`config.mk`:
```
export PLATFORM = sky130hd
export DESIGN_NAME = alu_seq
export DESIGN_NICKNAME = d
export VERILOG_FILES = /design/src/rtl/alu_seq_pkg.sv /design/src/rtl/alu_iter_muldiv.sv /design/src/rtl/alu_seq.sv
export SDC_FILE = /design/constraint.sdc
export NUM_CORES = 1
export LEC_CHECK = 0
export CAP_MARGIN = 20
export CORE_MARGIN = 4
export CORE_UTILIZATION = 66
export DETAILED_ROUTE_END_ITERATION = 16
export PLACE_DENSITY = 0.87
export SLEW_MARGIN = 20
export SYNTH_ARGS = -nofsm -noshare
export SYNTH_HDL_FRONTEND = slang
export SYNTH_SLANG_ARGS = --single-unit
```
`constraint.sdc`:
```
create_clock -name clk -period 7.15 [get_ports clk]
set_input_delay 0.715 -clock clk [delete_from_list [all_inputs] [get_ports clk]]
set_output_delay 0.715 -clock clk [all_outputs]
set_load 0.1 [all_outputs]
```
`src/rtl/alu_seq_pkg.sv`:
```
// Shared types for the multi-cycle ALU: opcodes, FSM states and iterative datapath modes.
package alu_seq_pkg;

   typedef enum logic [2:0] {
      OP_ADD  = 3'd0,
      OP_SUB  = 3'd1,
      OP_MUL  = 3'd2,
      OP_DIV  = 3'd3,
      OP_MOD  = 3'd4,
      OP_SQR  = 3'd5,
      OP_CUBE = 3'd6,
      OP_ZERO = 3'd7
   } op_e;

   typedef enum logic [1:0] {
      IDLE  = 2'd0,
      EXEC  = 2'd1,
      EXEC2 = 2'd2,
      DONE  = 2'd3
   } state_e;

   typedef enum logic {
      MD_MUL = 1'b0,
      MD_DIV = 1'b1
   } iter_mode_e;

   // Opcodes that run on the shared shift-add / restoring-divide datapath.
   function automatic logic op_uses_iter(input op_e o);
      return (o == OP_MUL) || (o == OP_DIV) || (o == OP_MOD) ||
             (o == OP_SQR) || (o == OP_CUBE);
   endfunction

endpackage

```
`src/rtl/alu_iter_muldiv.sv`:
```
// Shared iterative datapath: WIDTH-step shift-add multiply or restoring divide.
// Outputs are the post-iteration values and are meaningful while done=1.
module alu_iter_muldiv
   import alu_seq_pkg::*;
#(
   parameter int WIDTH = 32,
   parameter int CNT_W = $clog2(WIDTH) + 1
) (
   input  logic             clk,
   input  logic             rst_n,
   input  logic             start,
   input  iter_mode_e       mode,
   input  logic [WIDTH-1:0] a,
   input  logic [WIDTH-1:0] b,
   output logic             busy,
   output logic             done,
   output logic [WIDTH-1:0] prod_lo,
   output logic             prod_hi_nz,
   output logic [WIDTH-1:0] quo,
   output logic [WIDTH-1:0] rem
);

   // r_acc is the product high half (mul) or partial remainder (div);
   // r_sh is the multiplier shifting out (mul) or dividend/quotient (div).
   logic             r_busy;
   iter_mode_e       r_mode;
   logic [CNT_W-1:0] r_cnt;
   logic [WIDTH-1:0] r_acc;
   logic [WIDTH-1:0] r_sh;
   logic [WIDTH-1:0] r_opnd;

   logic [WIDTH:0]   w_sum;
   logic [WIDTH-1:0] w_mul_acc;
   logic [WIDTH-1:0] w_mul_sh;
   logic [WIDTH:0]   w_shift;
   logic             w_ge;
   logic [WIDTH-1:0] w_diff;
   logic [WIDTH-1:0] w_div_acc;
   logic [WIDTH-1:0] w_div_sh;
   logic [WIDTH-1:0] w_nxt_acc;
   logic [WIDTH-1:0] w_nxt_sh;

   always_comb begin
      w_sum     = {1'b0, r_acc} + (r_sh[0] ? {1'b0, r_opnd} : {(WIDTH+1){1'b0}});
      w_mul_acc = w_sum[WIDTH:1];
      w_mul_sh  = {w_sum[0], r_sh[WIDTH-1:1]};

      // A zero divisor always "fits", yielding all-ones quotient and remainder = dividend.
      w_shift   = {r_acc, r_sh[WIDTH-1]};
      w_ge      = (w_shift >= {1'b0, r_opnd});
      w_diff    = w_shift[WIDTH-1:0] - r_opnd;
      w_div_acc = w_ge ? w_diff : w_shift[WIDTH-1:0];
      w_div_sh  = {r_sh[WIDTH-2:0], w_ge};

      if (r_mode == MD_DIV) begin
         w_nxt_acc = w_div_acc;
         w_nxt_sh  = w_div_sh;
      end else begin
         w_nxt_acc = w_mul_acc;
         w_nxt_sh  = w_mul_sh;
      end
   end

   always_ff @(posedge clk or negedge rst_n) begin
      if (!rst_n) begin
         r_busy <= 1'b0;
         r_mode <= MD_MUL;
         r_cnt  <= '0;
         r_acc  <= '0;
         r_sh   <= '0;
         r_opnd <= '0;
      end else if (start) begin
         r_busy <= 1'b1;
         r_mode <= mode;
         r_cnt  <= '0;
         r_acc  <= '0;
         r_sh   <= (mode == MD_MUL) ? b : a;
         r_opnd <= (mode == MD_MUL) ? a : b;
      end else if (r_busy) begin
         r_acc <= w_nxt_acc;
         r_sh  <= w_nxt_sh;
         if (done) r_busy <= 1'b0;
         else      r_cnt  <= r_cnt + 1'b1;
      end
   end

   assign busy       = r_busy;
   assign done       = r_busy && (r_cnt == CNT_W'(WIDTH - 1));
   assign prod_lo    = w_mul_sh;
   assign prod_hi_nz = |w_mul_acc;
   assign quo        = w_div_sh;
   assign rem        = w_div_acc;

endmodule

```
`src/rtl/alu_seq.sv`:
```
// Multi-cycle ALU with valid/ready in and out; mul/div/mod/sqr/cube share one iterative datapath.
// Optional flags output {zero, carry, overflow} is built when ALU_SEQ_FLAGS_EN is defined.
//
// state | meaning
// IDLE  | in_ready high, waiting for a request
// EXEC  | first iterative pass (mul, sqr, div, mod, cube pass 1)
// EXEC2 | cube pass 2: low product of pass 1 times var1
// DONE  | out_valid high, result held until out_ready
module alu_seq
   import alu_seq_pkg::*;
#(
   parameter int WIDTH = 32,
   parameter int CNT_W = $clog2(WIDTH) + 1
) (
   input  logic             clk,
   input  logic             rst_n,
   input  logic             in_valid,
   output logic             in_ready,
   input  logic [WIDTH-1:0] var1,
   input  logic [WIDTH-1:0] var2,
   input  logic [2:0]       op,
   output logic             out_valid,
   input  logic             out_ready,
   output logic [WIDTH-1:0] result,
`ifdef ALU_SEQ_FLAGS_EN
   output logic             dbz,
   output logic [2:0]       flags
`else
   output logic             dbz
`endif
);

   state_e           r_state;
   state_e           w_nxt_state;
   logic             r_alive;
   logic [WIDTH-1:0] r_var1;
   op_e              r_op;
   logic             r_bz;
   logic [WIDTH-1:0] r_result;
   logic             r_dbz;

   op_e              w_op;
   logic             w_accept;
   logic             w_it_start;
   iter_mode_e       w_it_mode;
   logic [WIDTH-1:0] w_it_a;
   logic [WIDTH-1:0] w_it_b;
   logic             w_it_busy;
   logic             w_it_done;
   logic [WIDTH-1:0] w_it_prod_lo;
   logic             w_it_hi_nz;
   logic [WIDTH-1:0] w_it_quo;
   logic [WIDTH-1:0] w_it_rem;

   logic             w_res_load;
   logic [WIDTH-1:0] w_res_nxt;
   logic             w_dbz_nxt;

   assign w_op     = op_e'(op);
   assign w_accept = in_valid && in_ready;

   always_ff @(posedge clk or negedge rst_n) begin
      if (!rst_n) begin
         r_state <= IDLE;
         r_alive <= 1'b0;
      end else begin
         r_state <= w_nxt_state;
         r_alive <= 1'b1;
      end
   end

   always_comb begin
      w_nxt_state = r_state;
      case (r_state)
         IDLE:    if (w_accept)  w_nxt_state = op_uses_iter(w_op) ? EXEC : DONE;
         EXEC:    if (w_it_done) w_nxt_state = (r_op == OP_CUBE) ? EXEC2 : DONE;
         EXEC2:   if (w_it_done) w_nxt_state = DONE;
         DONE:    if (out_ready) w_nxt_state = IDLE;
         default: w_nxt_state = IDLE;
      endcase
   end

   always_comb begin
      in_ready  = r_alive && (r_state == IDLE);
      out_valid = (r_state == DONE);
   end

   // Cube pass 2 is launched on the same edge pass 1 finishes, reusing its low product.
   always_comb begin
      w_it_start = (w_accept && op_uses_iter(w_op)) ||
                   ((r_state == EXEC) && w_it_done && (r_op == OP_CUBE));
      if (r_state == IDLE) begin
         w_it_mode = ((w_op == OP_DIV) || (w_op == OP_MOD)) ? MD_DIV : MD_MUL;
         w_it_a    = var1;
         w_it_b    = ((w_op == OP_SQR) || (w_op == OP_CUBE)) ? var1 : var2;
      end else begin
         w_it_mode = MD_MUL;
         w_it_a    = r_var1;
         w_it_b    = w_it_prod_lo;
      end
   end

   alu_iter_muldiv #(
      .WIDTH (WIDTH),
      .CNT_W (CNT_W)
   ) u_iter (
      .clk        (clk),
      .rst_n      (rst_n),
      .start      (w_it_start),
      .mode       (w_it_mode),
      .a          (w_it_a),
      .b          (w_it_b),
      .busy       (w_it_busy),
      .done       (w_it_done),
      .prod_lo    (w_it_prod_lo),
      .prod_hi_nz (w_it_hi_nz),
      .quo        (w_it_quo),
      .rem        (w_it_rem)
   );

   always_comb begin
      w_res_load = 1'b0;
      w_res_nxt  = r_result;
      w_dbz_nxt  = r_dbz;
      if (w_accept && !op_uses_iter(w_op)) begin
         w_res_load = 1'b1;
         w_dbz_nxt  = 1'b0;
         case (w_op)
            OP_ADD:  w_res_nxt = var1 + var2;
            OP_SUB:  w_res_nxt = var1 - var2;
            default: w_res_nxt = '0;
         endcase
      end else if ((r_state == EXEC) && w_it_done && (r_op != OP_CUBE)) begin
         w_res_load = 1'b1;
         case (r_op)
            OP_DIV: begin
               w_res_nxt = w_it_quo;
               w_dbz_nxt = r_bz;
            end
            OP_MOD: begin
               w_res_nxt = w_it_rem;
               w_dbz_nxt = r_bz;
            end
            default: begin
               w_res_nxt = w_it_prod_lo;
               w_dbz_nxt = 1'b0;
            end
         endcase
      end else if ((r_state == EXEC2) && w_it_done) begin
         w_res_load = 1'b1;
         w_res_nxt  = w_it_prod_lo;
         w_dbz_nxt  = 1'b0;
      end
   end

   always_ff @(posedge clk or negedge rst_n) begin
      if (!rst_n) begin
         r_var1   <= '0;
         r_op     <= OP_ADD;
         r_bz     <= 1'b0;
         r_result <= '0;
         r_dbz    <= 1'b0;
      end else begin
         if (w_accept) begin
            r_var1 <= var1;
            r_op   <= w_op;
            r_bz   <= (var2 == '0);
         end
         if (w_res_load) begin
            r_result <= w_res_nxt;
            r_dbz    <= w_dbz_nxt;
         end
      end
   end

   assign result = r_result;
   assign dbz    = r_dbz;

`ifdef ALU_SEQ_FLAGS_EN
   logic [2:0]     r_flags;
   logic           r_ovf1;
   logic           w_carry_nxt;
   logic           w_ovf_nxt;
   logic [WIDTH:0] w_add_c;

   // Cube overflows if either pass leaves a nonzero high half.
   always_comb begin
      w_add_c     = {1'b0, var1} + {1'b0, var2};
      w_carry_nxt = 1'b0;
      w_ovf_nxt   = 1'b0;
      if (w_accept) begin
         if (w_op == OP_ADD)      w_carry_nxt = w_add_c[WIDTH];
         else if (w_op == OP_SUB) w_carry_nxt = (var1 < var2);
      end else if ((r_state == EXEC) && w_it_done &&
                   ((r_op == OP_MUL) || (r_op == OP_SQR))) begin
         w_ovf_nxt = w_it_hi_nz;
      end else if ((r_state == EXEC2) && w_it_done) begin
         w_ovf_nxt = w_it_hi_nz || r_ovf1;
      end
   end

   always_ff @(posedge clk or negedge rst_n) begin
      if (!rst_n) begin
         r_flags <= '0;
         r_ovf1  <= 1'b0;
      end else begin
         if (w_res_load) r_flags <= {(w_res_nxt == '0), w_carry_nxt, w_ovf_nxt};
         if ((r_state == EXEC) && w_it_done) r_ovf1 <= w_it_hi_nz;
      end
   end

   assign flags = r_flags;
`endif

endmodule

```
==> results list, run 1 <==
- Outcome: completed
- The count of buffers added on input and output ports is 105.
- Worst hold path class: in -> async
* Core Rows: 56
- In this run the standard cell core region covers approximately 23000 um2.
- Of all nets on the critical path, the largest fanout is 6.
- Using the TritonRoute via totals, the vias-per-cell ratio works out to 6.67.
* Maximum ir drop on the vdd rail: roughly 0.46 mV
* Setup Crit Path Kind: in -> reg
* Wire length of the first global-routing pass: around 80 mm
- Headroom to the max-slew limit: 0.270
* Number of failing hold endpoints at the final stage: 0
* Number of buffers between clock root and the deepest sink: 2
* Slowest cell on the critical path: or4_1
- Setup repair after global routing left no endpoint under its margin.
* Number of buffer and inverter stages on the critical path: 1
- Counting instances in the post-synthesis netlist gives the leading cell types as nand2_1, a21oi_1, nor2_1.
* Setup TNS: 0 ns
- Die Area: 26400 um2
* Critical path launch point type: input pin
- Routability-driven placement congestion ratio: between 0.9 and 1
- Summed over all nets, wire length on met2 after detailed routing comes to around 22 mm.
* Hold bufs inserted after CTS: 0
- Gates resized during post-CTS repair numbered 0.
* Worst-case setup margin in the final layout: roughly 2.4 ns
- Setup violations remaining at the end of the flow were counted as 0.
- Post-synth cell types: slightly above 70
* Met3 routed WL: between 6 and 7 mm
- Utilization after layout: 0.749
- Fill cells in the final layout number between 1500 and 2000.
- Power dissipated by switching net loads: roughly 0.0055 W
* CP endpoint kind: flop
- Count of maximum capacitance violations: 0
- Gate power share: 0.699
- Max Clk Rate: about 0.21 GHz
- The area growth from synthesis to layout is 11.4%.
* Cell area power density: around 590 nW/um2
* First-pass iteration count of the detailed router: 7
* Top cells by area, synth: dfrtp_1, ha_1, mux2i_1
- Count of nets left with antenna violations after detail routing: 0
* Maximum number of pins on one net before global-route repair: 83
- The via count of the first global-routing pass is 14798.
- Leading cell type by number of instances after synthesis: nand2_1
* ANT cells: 0
- Of the total power, the share spent switching nets is 0.537.
- Share of synthesized area occupied by flip-flops and latches: 0.279
* Iter 0 DRT Violations: around 2000
- Clock-pin slew on the worst setup and hold paths: roughly 0.080 ns
- Count of unresolved DRC violations after routing: 0
- Number of antenna violations at the first check in global routing: 1
- Highest routed layer: met5
- Of the total power, the clock network draws 0.098.
- Count of nets after finishing: around 2200
- The detailed router placed between 15000 and 20000 vias in this run.
- In the final routed layout, each cell accounts on average for 21.3 um.
* Number of buffers created by CTS: 17
* Proportion of synthesized flip-flops having asynchronous set or reset: 1.00
- Count of warnings emitted by yosys: 0
* Detailed Route WL: 51.0 mm
- Of the available clock period, the critical path in the final layout requires 0.670.
* TritonCTS clock tree: done
- The number of nets in the synthesized netlist is about 2200.
* Endpoint required time on the critical path: approximately 7.5 ns
* Least-Margin Pin Slew: roughly 1.1 ns
- In the global route stage, overall resource usage came out at 0.378.
* Synth Instances: approximately 2000
- Data arrives at the worst endpoint at just over 5 ns.
- Clock skew on the completed layout was measured at between 0.015 and 0.02 ns.
* Final critical-path required period: roughly 4.8 ns
* Initial Utilization: 0.672
- H-tree depth: 4
* Share of post-route cells with drive strength above 1: 0.0386
- Number of pins exceeding their max-slew limit in the final report: 0
* Vertical die dimension: 163 um
- The detailed router put a total of ~21 mm of wire on met1.
- The synthesized design contains between 150 and 200 register bits.
- The most used flip-flop cell after synthesis is dfrtp_1.
- Area fraction of the dominant cell type after synthesis: 0.279
- Clock root buffer: clkbuf_16
* Worst-skew pair later-pin latency: 0.44 ns
- The number of setup buffers added after CTS is 0.
- Post-place setup slack: about 1.9 ns
* Post-synthesis cell type with the largest combined area: dfrtp_1
- Crit-path cells: clkdlybuf4s50_1, nor4_1, nand4b_1, or4_1, o21ai_0, xor2_1, ha_1, a21o_1, a21o_1, a21oi_1, nor2_1, a211oi_1, o21ai_0, a221o_1, a21oi_1, xnor2_1, a22o_1
* Final-layout worst hold slack: approximately 0.30 ns
- Broken down by cell family, the worst path's largest delay share belongs to compound AO/OA/AOI/OAI gates.
- The average instance in the mapped netlist occupies 7.73 um2.
- Number of enable-type register cells in the synthesized netlist: 0
- In this run the static leakage power is between 7 and 8 nW.
- Netlist Area Pre-Place: 15800 um2
* Number of sinks on the clock net: approximately 180
* Total gr overflow: 0
- Of the total power, registers draw 0.203.
* CP max stage delay: around 0.57 ns
- Cell-internal power: ~0.0048 W
* Die W: 163 um
- Number of I/O pins: 106
- Summed over all nets, the half-perimeter wirelength after detailed placement is about 37 mm.
[power groups by stage]
stage | combinational [W] | sequential, W | clock (W)
finish | 0.00719 | 0.00209 | 0.00101
global route | 0.00777 | 0.00214 | 0.00105
CTS | 0.00702 | 0.00205 | 0.00101
detailed placement | 0.00695 | 0.00206 | 0
global placement | 0.00677 | 0.00204 | 0
floorplan | 0.00479 | 0.00248 | 0
[through the flow]
stage,std cells,instance area [um2],power (W)
after floorplan,2040,15800,0.00727
after global placement,2362,17000,0.00881
after detailed placement,2362,17000,0.00901
after CTS,2394,17600,0.0101
after global routing,2394,17600,0.0110
final,2394,17600,0.0103
[cell type report]
type                       count  area [um2]  area share
multi-input combinational   1682       10700       0.611
sequential                   176        4410       0.251
timing repair buffer         123        1190      0.0676
clock buffer                  19         443      0.0252
tap                          319         399      0.0227
inverter                      62         233      0.0132
clock inverter                13         173     0.00982
[layer usage]
layer,vias up,track usage
met2,1031,0.563
met3,100,0.116
li1,7392,-
met1,7436,0.545
met4,2,0.0881
met5,-,0
[flip-flops by register name (all words and copies together) (netlist names)]
register and flops:
dbz 1, r_alive 1, r_bz 1, r_op 3
r_state 2, r_var1 32, result 32, u_iter.busy 1
u_iter.r_acc 32, u_iter.r_cnt 6, u_iter.r_mode 1, u_iter.r_opnd 32
u_iter.r_sh 32
[logic make-up after synthesis]
family | count (synthesis) | synth area share
compound gates | 683 | 0.269
xor+xnor | 116 | 0.0644
fa+ha+maj | 104 | 0.0839
buf+inv | 182 | 0.0436
flops | 176 | 0.279
mux | 118 | 0.0758
other cells | 1 | 0.000238
simple gates | 660 | 0.184
[placed cells by master (no fill, tap or decap), types with 13 or more instances in the layout]
cell / n
clkbuf_16: 17
xor2_1: 37
o22ai_1: 21
dfrtp_1: 174
o31ai_1: 16
a21o_1: 41
and3_1: 15
nor2b_1: 14
a221o_1: 19
nor2_1: 198
a211oi_1: 26
ha_1: 100
a21oi_1: 211
a31oi_1: 23
buf_4: 18
nand2b_1: 13
xnor2_1: 79
o21ai_0: 178
o211ai_1: 36
nand2_1: 276
and2_1: 40
a221oi_1: 15
nor3_1: 27
mux2i_1: 109
o21bai_1: 13
o21a_1: 15
nand3_1: 32
inv_1: 62
clkdlybuf4s50_1: 104
[worst paths after layout]
check	startpoint	cells after the start	slack, ns	endpoint
hold reg to reg	r_var1[29]$_DFFE_PN0P_	2	0.48	r_var1[29]$_DFFE_PN0P_
max in group asynchronous	rst_n	2	5.63	r_op[2]$_DFFE_PN0P_
setup / recovery	var2[8]	17	2.36	result[28]$_DFFE_PN0P_
setup reg to reg	u_iter.r_sh[0]$_DFFE_PN0P_	13	2.96	u_iter.r_acc[30]$_DFFE_PN0P_
hold / removal	rst_n	1	0.30	u_iter.r_opnd[24]$_DFFE_PN0N_
min in group clk	r_var1[29]$_DFFE_PN0P_	2	0.48	r_var1[29]$_DFFE_PN0P_
(Power assumes the default switching activity.)
==> run 2, diff against run 1 <==
CORE_UTILIZATION = 55   (was 66)
PLACE_DENSITY = 0.77   (was 0.87)
clock period = 4.3 ns   (was 7.15 ns; I/O delays follow)
==> results list, run 2 (synthesis gave the netlist of run 1 again) <==
* Share of post-route cells with drive strength above 1: 0.0785 (+0.0400)
* Hold bufs inserted after CTS: 0 (unchanged)
- Terminus of the critical flop-to-flop path: u_iter.r_acc[31]$_DFFE_PN0P_
- Compared with the post-synthesis result, the final layout area differs by 15.9%.
- Beginning of the worst register-to-register path: u_iter.r_sh[0]$_DFFE_PN0P_
- The switching power was 0.00924 W (+67%).
* Post-layout instance count excluding filler cells: 2530 (+5.7%)
- Post-place setup slack: -0.338 ns (-2.24 ns)
- The setup slack of the worst register-to-register path is 0.18 ns (-2.78 ns).
* Met1 track demand over resource in global routing: 0.490 (-0.0541)
- Of the available clock period, the critical path in the final layout requires 0.959.
- Count of nets after finishing: 2314 (+3.4%)
- The worst setup path is captured at a flop.
- Critical path peak fanout: 11 (+5)
* Routability-driven placement congestion ratio: 0.929 (-5.3%)
* Seq pwr share: 0.201 (-0.002)
- Most common cell after layout, fill and taps aside: nand2_1
* Core outline area: 28000 um2 (+19%)
- Least-Margin Pin Slew: 1.00 ns (-0.0910 ns)
* Utilization after layout: 0.652 (-0.0963)
- TritonCTS clock tree: done
* Met3 Use GR: 0.0810 (-0.0352)
- Number of I/O pins: 106 (unchanged)
- The number of setup violations in the final report is 0 (unchanged).
- STA classifies the critical path startpoint as a flop.
- Vias after detailed routing: 15923 (-0.24%)
- ANT cells: 0 (unchanged)
* Number of cells traversed by the worst register-to-register path: 14 (+1)
- Derived from the worst setup path, the maximum achievable clock frequency is 0.243 GHz.
* Count of nets left with antenna violations after detail routing: 0 (unchanged)
* Iter 0 DRT Violations: 1959 (-1.7%)
- Outcome: completed
- The headroom to the max-slew limit is 0.328 (+0.0586).
* Number of antenna violations at the first check in global routing: 0 (-1)
- The largest net degree at the start of global routing came to 109 (+31%).
* Die Area: 31400 um2 (+19%)
- Gate power share: 0.705 (+0.006)
- Worst hold path class: in -> async
- Most used routing layer in global routing: met1
* H-tree depth: 4 (unchanged)
* Clock root buffer: clkbuf_16
- The final-report hold violation count was 0 (unchanged).
- The final clock skew came to 0.0159 ns (-0.00106 ns).
* Wire length of the first global-routing pass: 82.1 mm (+2.4%)
- The maximum count of clock buffers along a single path came to 2 (unchanged).
- The maximum ir drop on the vdd rail was 0.534 mV (+17%).
- In the layout the commonest cells are nand2_1, a21oi_1, nor2_1.
* Arrival @ worst endpoint: 4.47 ns (-0.64 ns)
- The vertical extent of the die is 177 um (+9.1%).
- Clock-pin slew on the worst setup and hold paths: 0.08 ns (about the same)
* Detailed Place HPWL: 39.5 mm (+6.2%)
- Number of port buffers: 105 (unchanged)
* Final critical-path required period: 4.12 ns
- The sum of overflow across all layers after global routing is 0 (unchanged).
- Clock share of power: 0.094 (-0.004)
* Core Rows: 61 (+8.9%)
* GR Util met2: 0.489 (-0.0736)
- The data required time at the worst endpoint came to 4.65 ns (-2.82 ns).
* Number of pins exceeding their max-slew limit in the final report: 0 (unchanged)
* Setup TNS: 0 ns (unchanged)
- Number of sinks on the clock net: 176 (unchanged)
- The placed instance count was 2496 (+5.7%).
* Wire per inst: 20.7 um (-2.6%)
- Number of buffers created by CTS: 17 (unchanged)
- Setup Crit Path Kind: reg -> reg
- First-pass iteration count of the detailed router: 6 (-1)
- Leakage power figure: 8.15 nW (+4.8%)
* Detailed Route WL: 52.5 mm (+2.9%)
- The power per unit of standard cell area came to 942 nW/um2 (+61%).
* Switching Fraction: 0.537 (about the same)
- Count of unresolved DRC violations after routing: 0 (unchanged)
* Die W: 177 um (+9.1%)
- Initial Utilization: 0.563 (-0.109)
- The final worst-path setup slack was 0.177 ns (-2.18 ns).
* Worst-skew pair later-pin latency: 0.44 ns (about the same)
* Via count of the first global-routing pass: 14836 (+0.26%)
- The cell-internal power was 0.00797 W (+67%).
* Design Power: 0.0172 W (+67%)
- The per-cell via count in the routed design came to 6.29 (-5.6%).
- The overall global routing resource usage is 0.329 (-0.0490).
- The number of max-capacitance violations reported is 0 (unchanged).
-- run 2: area by class of cell --
cell class	count	area, um2
Inverter	62	233
Multi-Input combinational cell	1682	10800
Clock inverter	14	171
Fill cell	2492	9730
Timing Repair Buffer	200	1780
Sequential cell	176	4410
Clock buffer	18	439
Tap cell	378	473
-- run 2: worst max-delay path, stage by stage (launching register included) --
cell	delay, ns
dfrtp_1	0.59
and2_1	0.19
ha_1	0.20
inv_1	0.08
fa_1	0.38
nor2b_1	0.23
o31a_1	0.26
o211ai_1	0.17
a21oi_1	0.32
o221ai_1	0.32
o211ai_1	0.57
a31oi_1	0.23
o21ai_0	0.19
o211ai_1	0.12
a31oi_1	0.18
-- run 2: timing repair --
action | 4_1_cts | 5_1_grt
setup endpoints to repair | 0 | 10
setup buffers | 0 | 2
gates resized for setup | 0 | 16
-- run 2: through the flow --
stage | area [um2] | hold WS (ns)
2_1_floorplan | 15800 | 0.134
3_3_place_gp | 17600 | 0.457
3_5_place_dp | 17600 | 0.461
4_1_cts | 18200 | 0.0527
5_1_grt | 18300 | 0.0698
6_report | 18300 | 0.0128
-- run 2: worst max path at each step --
| stage | to | from |
|---|---|---|
| after floorplan | result[28]$_DFFE_PN0P_ | var2[10] |
| after global placement | result[31]$_DFFE_PN0P_ | var2[1] |
| after detailed placement | result[28]$_DFFE_PN0P_ | var2[1] |
| after CTS | result[28]$_DFFE_PN0P_ | var2[1] |
| after global routing | result[31]$_DFFE_PN0P_ | var2[0] |
| final | u_iter.r_acc[31]$_DFFE_PN0P_ | u_iter.r_sh[0]$_DFFE_PN0P_ |
-- run 2: per-layer routing --
layer	vias to the layer above	wire length, um
met5	-	0
met4	0	776
met3	58	5590
met2	787	22500
met1	7535	23600
li1	7543	-
-- run 2: power groups by stage --
stage          clock [W]  sequential, W  combinational, W
6_report         0.00162        0.00346            0.0121
5_1_grt          0.00169        0.00355            0.0132
4_1_cts          0.00163        0.00340            0.0119
3_5_place_dp           0        0.00342            0.0118
3_3_place_gp           0        0.00341            0.0116
2_1_floorplan          0        0.00412           0.00796
==> run 3, diff against run 2 <==
CORE_UTILIZATION = 56   (was 55)
CTS_CLUSTER_DIAMETER = 50   (was default)
PLACE_DENSITY = 0.78   (was 0.77)
SYNTH_HIERARCHICAL = 1   (was default)
==> results list, run 3 <==
- Count of warnings emitted by yosys: 6 (+6)
* Die Area: 32900 um2 (+4.7%)
- Setup TNS: 0 ns (unchanged)
- Total gr overflow: 0 (unchanged)
- The I/O pin total is 106 (unchanged).
- Number of sinks on the clock net: 176 (unchanged)
- The worst reg2reg path depth is 18 (+4).
- Critical path launch point type: flop
* Netlist Area Pre-Place: 16800 um2 (+6.8%)
* Worst setup path startpoint: u_iter/r_sh[31]$_DFFE_PN0P_
* Headroom to the max-slew limit: 0.302 (-0.0264)
- Number of antenna violations at the first check in global routing: 0 (unchanged)
- Share of post-route cells with drive strength above 1: 0.120 (+0.0416)
- Terminus of the critical flop-to-flop path: result[24]$_DFFE_PN0P_
* Synth Instances: 2081 (+2.0%)
- The power per unit of standard cell area came to 864 nW/um2 (-8.3%).
- Worst hold path class: in -> async
* Iter 0 DRT Violations: 1703 (-13%)
- Beginning of the worst register-to-register path: u_iter/r_sh[31]$_DFFE_PN0P_
- Final critical-path required period: 4.17 ns (+0.0425 ns)
* Clock root buffer: clkbuf_16
* Detailed Place HPWL: 41.7 mm (+5.7%)
* Core Rows: 63 (+3.3%)
* Mapped Nets: 2256 (+1.9%)
* Count of maximum capacitance violations: 0 (unchanged)
* Final setup violation count: 0 (unchanged)
- The worst-skew pair later-pin latency is 0.46 ns (+0.02 ns).
- Most common cell after layout, fill and taps aside: a21oi_1
* Endpoint required time on the critical path: 4.65 ns (about the same)
- The flow ran to the end, and the final reports show no timing, DRC or antenna violations.
* Commonest cells after routing, fill and taps aside: a21oi_1, nor2_1, dfrtp_1
* Maximum number of pins on one net before global-route repair: 100 (-8.3%)
* Leakage power figure: 8.18 nW (+0.44%)
- Vias after detailed routing: 16334 (+2.6%)
- The number of fill cells in the layout was 2548 (+2.2%).
* Vertical die dimension: 181 um (+2.3%)
* Number of pins exceeding their max-slew limit in the final report: 0 (unchanged)
* Number of buffers between clock root and the deepest sink: 2 (unchanged)
- Synth-to-layout area growth: 13.5%
- The part of the cycle the worst path needs is 0.969 (+0.00987).
- R2r setup slk: 0.13 ns (-0.04 ns)
- The width of the die is 181 um (+2.3%).
- The remaining design rule violation count is 0 (unchanged).
- The transition time of the tightest slew-check pin came to 1.05 ns (+0.0428 ns).
* Max Clk Rate: 0.240 GHz (-1.0%)
- The final-report hold violation count came to 0 (unchanged).
- Routability-driven placement congestion ratio: 0.983 (+5.8%)
- The maximum level of the CTS H-tree was 4 (unchanged).
* Count of nets after finishing: 2335 (+0.91%)
- The maximum fanout encountered on the critical timing path was 3 (-8).
- The via count of the first global-routing pass is 15566 (+4.9%).
- The area of the core was 29600 um2 (+5.8%).
* TritonCTS clock tree: done
- ANT cells: 0 (unchanged)
- The total power of the final layout is 0.0165 W (-4.0%).
- Count of nets left with antenna violations after detail routing: 0 (unchanged)
* Number of port buffers: 105 (unchanged)
- Setup repair after global routing left no endpoint under its margin.
- The overall global routing resource usage was 0.322 (-0.00676).
- The first-pass GRT wire length came to 85.8 mm (+4.6%).
* CP endpoint kind: flop
- Clock-pin slew on the worst setup and hold paths: 0.08 ns (about the same)
* Setup Crit Path Kind: reg -> reg
* Avg Cell Area, Syn: 8.10 um2 (+4.7%)
* Final clock skew: 0.0146 ns (-0.00135 ns)
* Routed vias/inst: 6.37 (+1.3%)
- Detailed Route WL: 54.4 mm (+3.7%)
* Arrival @ worst endpoint: 4.51 ns (+0.04 ns)
- The maximum ir drop on the vdd rail came to 0.590 mV (+10%).
- Initial Utilization: 0.569 (+0.00551)
- First-pass iteration count of the detailed router: 5 (-1)
* Timing endpoint of the critical path: result[24]$_DFFE_PN0P_
- Number of buffers created by CTS: 17 (unchanged)
- Wire per inst: 21.2 um (+2.3%)
## run 3: final cells by class
| class | instances | area [um2] | share of cell area |
|---|---|---|---|
| multi-input combinational | 1686 | 11500 | 0.603 |
| sequential | 176 | 4410 | 0.230 |
| timing repair buffer | 214 | 1890 | 0.0990 |
| tap | 390 | 488 | 0.0255 |
| clock buffer | 17 | 425 | 0.0222 |
| inverter | 65 | 244 | 0.0128 |
| clock inverter | 15 | 126 | 0.00661 |
## run 3: power breakdown
part	internal, W	leakage, nW	switching [W]
Sequential	0.00242	2.13	0.000805
Combinational	0.00457	5.80	0.00723
Clock	0.000756	0.257	0.000762
## run 3: critical path, stage by stage (launching register included)
cell and delay (ns):
dfrtp_1 0.40, inv_1 0.07, ha_1 0.17, inv_1 0.07, fa_1 0.42, a21o_1 0.21
a311oi_2 0.33, or4_1 0.23, a31oi_1 0.15, a21oi_1 0.26, o21ai_1 0.10, a21oi_1 0.18
xor2_1 0.24, o21ai_0 0.19, a22oi_1 0.21, o211ai_1 0.18, o211ai_1 0.23, o211ai_1 0.13
o31a_1 0.29
## run 3: repair_timing
action                                  in CTS  in global routing
endpoints found under the setup margin       0                  7
endpoints found under the hold margin        0                  0
hold buffers                                 0                  0
resized for setup                            0                  3
buffers inserted                             0                  1
## run 3: stage by stage
stage | hold WS, ns | cells | util | cell area [um2] | worst slack [ns]
global placement | 0.458 | 2530 | 0.626 | 18600 | 0.0796
CTS | 0.0908 | 2562 | 0.645 | 19100 | 0.187
finish | 0.0652 | 2563 | 0.645 | 19100 | 0.135
floorplan | 0.134 | 2081 | - | 16800 | 0.709
global route | 0.119 | 2563 | 0.645 | 19100 | 0.0125
detailed placement | 0.480 | 2530 | 0.626 | 18600 | 0.00559
## run 3: worst min path at each step
stage | startpoint | endpoint | slack, ns
2_1_floorplan | rst_n | dbz$_DFFE_PN0P_ | 0.13
3_3_place_gp | r_var1[0]$_DFFE_PN0P_ | r_var1[0]$_DFFE_PN0P_ | 0.46
3_5_place_dp | result[11]$_DFFE_PN0P_ | result[11]$_DFFE_PN0P_ | 0.48
4_1_cts | rst_n | result[0]$_DFFE_PN0P_ | 0.09
5_1_grt | rst_n | result[0]$_DFFE_PN0P_ | 0.12
6_report | rst_n | result[0]$_DFFE_PN0P_ | 0.07
## run 3: routing by layer
metal  part of all wire  vias up  track usage
met4              0.026        0       0.0910
met1               0.45     7848        0.468
li1                   -     7690            -
met5                  0        -            0
met3              0.087       79       0.0607
met2               0.44      717        0.494
